<file path="src/rtl/burst_rx_fifo.sv">
// burst_rx_fifo: receive-side show-ahead byte FIFO behind the serial shift-in
// stage. Buffers completed bytes for the host, and flags overrun, the fill
// threshold and a burst that has gone idle while data is still waiting.
module burst_rx_fifo #(
  parameter int DEPTH   = 16,
  parameter int AW      = 4,
  parameter int THRESH  = 8,
  parameter int TIMEOUT = 4096,
  parameter int TW      = 12
) (
  input  logic          E_CLK,
  input  logic          RESET,
  input  logic [7:0]    rx_byte,
  input  logic          rx_valid,
  input  logic          rd_strobe,
  input  logic          flush,
  output logic [7:0]    rd_data,
  output logic          empty,
  output logic          full,
  output logic [AW:0]   level,
  output logic          overrun,
  output logic          stall,
  output logic          irq
);

  localparam logic [AW:0]   DEPTH_L  = (AW+1)'(DEPTH);
  localparam logic [AW:0]   THRESH_L = (AW+1)'(THRESH);
  localparam logic [TW-1:0] TMAX     = TW'(TIMEOUT - 1);

  logic [7:0]    mem_q [DEPTH];
  logic [AW-1:0] wr_ptr_q, wr_ptr_d;
  logic [AW-1:0] rd_ptr_q, rd_ptr_d;
  logic [AW:0]   level_q, level_d;
  logic [TW-1:0] timer_q, timer_d;
  logic          overrun_q, overrun_d;
  logic          stall_q, stall_d;
  logic          do_push, do_pop, drop;

  // Status decode from the registered level; rd_data shows the head entry.
  always_comb begin
    empty   = (level_q == '0);
    full    = (level_q == DEPTH_L);
    level   = level_q;
    overrun = overrun_q;
    stall   = stall_q;
    irq     = (level_q >= THRESH_L) | overrun_q | stall_q;
    rd_data = empty ? 8'h00 : mem_q[rd_ptr_q];
  end

  // Push/pop qualification. A byte arriving while full is still accepted
  // when the host pops the same cycle, since a slot frees up at that edge.
  always_comb begin
    do_pop  = rd_strobe & ~empty;
    do_push = rx_valid & (~full | do_pop);
    drop    = rx_valid & full & ~do_pop;
  end

  // Next-state for pointers, level, idle timer and sticky flags.
  always_comb begin
    wr_ptr_d  = wr_ptr_q;
    rd_ptr_d  = rd_ptr_q;
    level_d   = level_q;
    timer_d   = timer_q;
    overrun_d = overrun_q;
    stall_d   = stall_q;

    if (do_push) wr_ptr_d = wr_ptr_q + 1'b1;
    if (do_pop)  rd_ptr_d = rd_ptr_q + 1'b1;

    case ({do_push, do_pop})
      2'b10:   level_d = level_q + 1'b1;
      2'b01:   level_d = level_q - 1'b1;
      default: level_d = level_q;
    endcase

    if (drop) overrun_d = 1'b1;

    // Stall looks at the timer before this edge's update, so a push on the
    // expiry edge does not mask it.
    if ((timer_q == TMAX) && !empty) stall_d = 1'b1;

    if (do_push || empty)  timer_d = '0;
    else if (timer_q != TMAX) timer_d = timer_q + 1'b1;

    if (flush) begin
      wr_ptr_d  = '0;
      rd_ptr_d  = '0;
      level_d   = '0;
      timer_d   = '0;
      overrun_d = 1'b0;
      stall_d   = 1'b0;
    end
  end

  // Control state register with synchronous reset.
  always_ff @(posedge E_CLK) begin
    if (RESET) begin
      wr_ptr_q  <= '0;
      rd_ptr_q  <= '0;
      level_q   <= '0;
      timer_q   <= '0;
      overrun_q <= 1'b0;
      stall_q   <= 1'b0;
    end else begin
      wr_ptr_q  <= wr_ptr_d;
      rd_ptr_q  <= rd_ptr_d;
      level_q   <= level_d;
      timer_q   <= timer_d;
      overrun_q <= overrun_d;
      stall_q   <= stall_d;
    end
  end

  // Byte storage; contents are never reset, only the pointers are.
  always_ff @(posedge E_CLK) begin
    if (do_push && !RESET && !flush) mem_q[wr_ptr_q] <= rx_byte;
  end

endmodule

</file>
<file path="config.mk">
export PLATFORM = sky130hd
export DESIGN_NAME = burst_rx_fifo
export DESIGN_NICKNAME = d
export VERILOG_FILES = /design/src/rtl/burst_rx_fifo.sv
export SDC_FILE = /design/constraint.sdc
export NUM_CORES = 1
export LEC_CHECK = 0
export ABC_AREA = 1
export CELL_PAD_IN_SITES_DETAIL_PLACEMENT = 1
export CELL_PAD_IN_SITES_GLOBAL_PLACEMENT = 1
export CORE_AREA = 2 2 121 123
export CTS_CLUSTER_SIZE = 12
export DETAILED_ROUTE_END_ITERATION = 8
export DIE_AREA = 0 0 123 125
export PLACE_DENSITY = 0.84
export SLEW_MARGIN = 20
export SYNTH_ARGS = -nofsm -noshare
export SYNTH_HDL_FRONTEND = slang
export SYNTH_SLANG_ARGS = --single-unit
</file>
<file path="constraint.sdc">
create_clock -name E_CLK -period 2.6 [get_ports E_CLK]
set_input_delay 0.39 -clock E_CLK [delete_from_list [all_inputs] [get_ports E_CLK]]
set_output_delay 0.39 -clock E_CLK [all_outputs]
set_load 0.05 [all_outputs]
</file>
==> results of run 1 <==
-- Yosys cell counts (all sizes together) --
cell type / n / area share
o21ai: 81 / 0.061
ha: 8 / 0.015
o211ai: 1 / 0.0011
nand3: 30 / 0.024
a211oi: 1 / 0.0011
buf: 13 / 0.011
a31o: 1 / 0.0013
clkbuf: 12 / 0.0068
o21bai: 1 / 0.0011
a31oi: 1 / 0.00094
xnor2: 2 / 0.0026
nand2: 40 / 0.025
nand4: 4 / 0.0038
dfxtp: 31 / 0.093
nor2: 104 / 0.063
o221ai: 24 / 0.032
o22ai: 8 / 0.0075
edfxtp: 128 / 0.58
inv: 49 / 0.028
a21oi: 25 / 0.024
xor2: 4 / 0.0053
nor3: 15 / 0.013
or2: 1 / 0.00094
-- critical path, cell delays in order, from the launching register on --
cell        delay (ps)
dfxtp_4            380
clkinvlp_4         100
buf_4              140
clkbuf_16          170
o21ai_0            150
o221ai_1           210
nand3_1            100
a21oi_1            410
buf_12             200
-- area by class of cell --
class                           instances  area share
Sequential cell                       159      0.5399
Multi-Input combinational cell        351      0.2275
Timing Repair Buffer                   77      0.1047
Clock buffer                           22     0.05725
Tap cell                              184     0.02779
Inverter                               49     0.02356
Clock inverter                         10     0.01934
-- kinds of logic (layout without fill, tap and decap cells) --
family,after synthesis,in the layout
adders and majority gates,8,8
and+or+nand+nor,194,194
AOI/OAI and AO/OA,143,143
buffers and inverters,74,158
xor gates and xnor gates,6,6
DFF,159,159
-- metal layers --
metal / vias to the layer above / routed length (um) / track usage
met5: - / 0 / 0
met1: 2539 / 8284 / 0.3393
met4: 0 / 1027 / 0.1123
met3: 77 / 1686 / 0.05155
li1: 2239 / - / -
met2: 309 / 10740 / 0.4404
-- sequential cells by signal, indices dropped and copies added (netlist names), named ones only --
name      cells
mem_q       128
level         5
wr_ptr_q      4
overrun       1
timer_q      12
rd_ptr_q      4
stall         1
-- worst max-delay path by stage --
stage | cells past startpoint | endpoint | from
floorplan | 8 | mem_q[13][0] | level[0]
global placement | 8 | mem_q[4][3] | rd_strobe
detailed placement | 8 | mem_q[2][7] | rd_strobe
CTS | 8 | rd_data[7] | flip-flop
global route | 8 | rd_data[0] | flip-flop
finish | 8 | rd_data[0] | flip-flop
-- metrics by stage --
| stage | util | setup slack, ps |
|---|---|---|
| global placement | 0.5170 | 253.0 |
| detailed placement | 0.5170 | 150.6 |
| floorplan | - | 89.50 |
| finish | 0.5832 | -102.5 |
| global route | 0.5832 | -104.0 |
| CTS | 0.5618 | -14.15 |
-- power breakdown --
group / total, mW / switching, mW / internal, mW
registers: 2.78 / 0.0180 / 2.76
logic: 0.596 / 0.401 / 0.194
clock network: 2.71 / 1.03 / 1.68
total: 6.08 / 1.45 / 4.63
-- placed cells by master, fill, tap and decap left out, types with 2 or more instances in the layout --
cell type	instances
o21ai_0	74
o22ai_1	8
nor2_4	2
buf_4	39
nor2_2	4
inv_2	6
clkbuf_16	24
a21oi_2	8
buf_12	9
inv_1	40
clkbuf_1	2
a21oi_1	16
dfxtp_1	29
nand2_4	2
nand3_1	28
nor3_1	14
bufinv_16	4
edfxtp_1	128
clkbuf_8	3
ha_1	8
clkdlybuf4s50_1	21
xnor2_1	2
dfxtp_4	2
nand2_1	38
clkinvlp_4	4
xor2_1	4
o221ai_1	24
nand4_1	4
nand3_2	2
o21ai_1	6
nor2_1	98
-- repair_timing --
action | CTS | global route
gates resized for setup | 6 | 11
pin swaps | 0 | 4
endpoints found under the setup margin | 9 | 7
gates cloned | 0 | 7
buffers inserted | 0 | 9
==> results by group, run 1 <==
Run status
  – Status: finished, violations left
  – Failing checks: negative setup slack

Min path
  – Worst hold path type: flip-flop to flip-flop
  – Worst Hold Path EP: overrun
  – Worst hold path depth: 2
  – HP Start: overrun

Worst setup path
  – CP max FO: 16
  – CP startpoint kind: flip-flop
  – Reg2Reg Setup Slack: between 500 and 600 ps
  – Crit Reg-Reg Startpoint: level[3]
  – Arr. time, crit path: ~2300 ps
  – WS Path Type: flip-flop to primary output
  – R2r endpoint: mem_q[2][7]
  – CP Capture Type: primary output
  – R2R cell count: 9
  – Required time worst endpoint: roughly 2200 ps

Floorplan
  – Area of the die: between 15000 and 20000 um2
  – Die height: ~130 um
  – Die X: between 100 and 150 um
  – # IOs: 31
  – Core ar.: approximately 14000 um2
  – Starting Density: 0.4676
  – Core Rows: 44

Synth
  – Compound-Gate Fraction of Synth Area: 0.1298
  – Synth Instances: 584
  – Multiplexer share of the synthesized area: 0
  – Post-synthesis cell area: roughly 6600 um2
  – Count of cell types in the netlist: 35
  – Post-synth net total: just over 600
  – Avg Cell Area, Syn: between 10 and 15 um2
  – Simple-Gate Fraction of Synth Area: 0.1292
  – Synth Warn #: 0
  – Largest family of logic cells by synthesized area: compound AO/OA/AOI/OAI gates
  – Number of synthesized register bits: between 150 and 200
  – Xor/xnor share of the synthesized area: 0.007913
  – Seq/Total Area, Yosys: 0.6722
  – Adder-cell share of the synthesized area: 0.01507

Cells and area
  – Sequential Area: 4472 um2
  – Syn-to-layout area delta: 24.72%
  – Finished Layout Cells: 852
  – Share of cells above drive strength 1: 0.1766
  – # diodes: 0
  – Nets@finish: roughly 680
  – Fillers: roughly 1500
  – Area taken by multi-input logic gates: ~1900 um2
  – Fin area: approximately 8300 um2

STA
  – Worst-Margin Slew: 603.5 ps
  – Final Setup Violations: 3
  – Tcrit/Tclk final: 1.039
  – Minimum clock period: between 2000 and 3000 ps
  – Relative slew slack: 0.5973
  – Number of hold violations in the final report: 0
  – Clock skew: 7.805 ps
  – FMAX: 370.0 MHz
  – Fin Hold WS: about 480 ps
  – Setup TNS: -135.8 ps
  – Post-route setup slack: -102.5 ps
  – Max-slew violations: 0

Global routing
  – Vias in the first global route: ~5200
  – Initial antenna violation count: 0
  – First-pass GRT wire length: between 20000 and 30000 um
  – Overall routing resource usage: 0.2656
  – Largest net degree at the start of global routing: between 60 and 70
  – Total grt overflow: 0

Drt
  – Via density: 6.061
  – DRT iter0 DRCs: 586
  – Routed wire length: about 22000 um
  – Routed Antenna Nets: 0
  – # DRC: 0
  – First-pass iteration count of the detailed router: 9
  – WL per Instance: 25.51 um
  – Vias: approximately 5200

Placed design
  – Port bufs: 30
  – HPWL Detailed: about 12000 um
  – GPL Wtd Cong: about 0.93
  – DP Area: approximately 7300 um2
  – DP Cell Count: between 800 and 900

CTS
  – CTS clk-pin slew, worst paths: about 60 ps
  – CTS H-tree depth: 4
  – Clock buffer depth: 2
  – CTS Hold Buffers Added: 0
  – Clk Latency, worst-skew pair: 440 ps
  – Num CTS Buffers: 17
  – Clock root cell: clkbuf_16
  – TritonCTS clock tree: built
  – Clk sinks: ~160

Job
  – Max-cap violations: 0

Power and ir drop
  – Peak VDD IR: 0.5043 mV
  – Power density over the cells: 734.3 nW/um2
  – Tot Pwr: between 6 and 7 mW
  – Pleak: between 2 and 3 nW
(Power assumes the default switching activity.)
==> run 2, diff against run 1 <==
Settings changed: GPL_ROUTABILITY_DRIVEN set to 0.
==> results of run 2 <==
Final layout, timing and power as in run 1 (identical DEF).
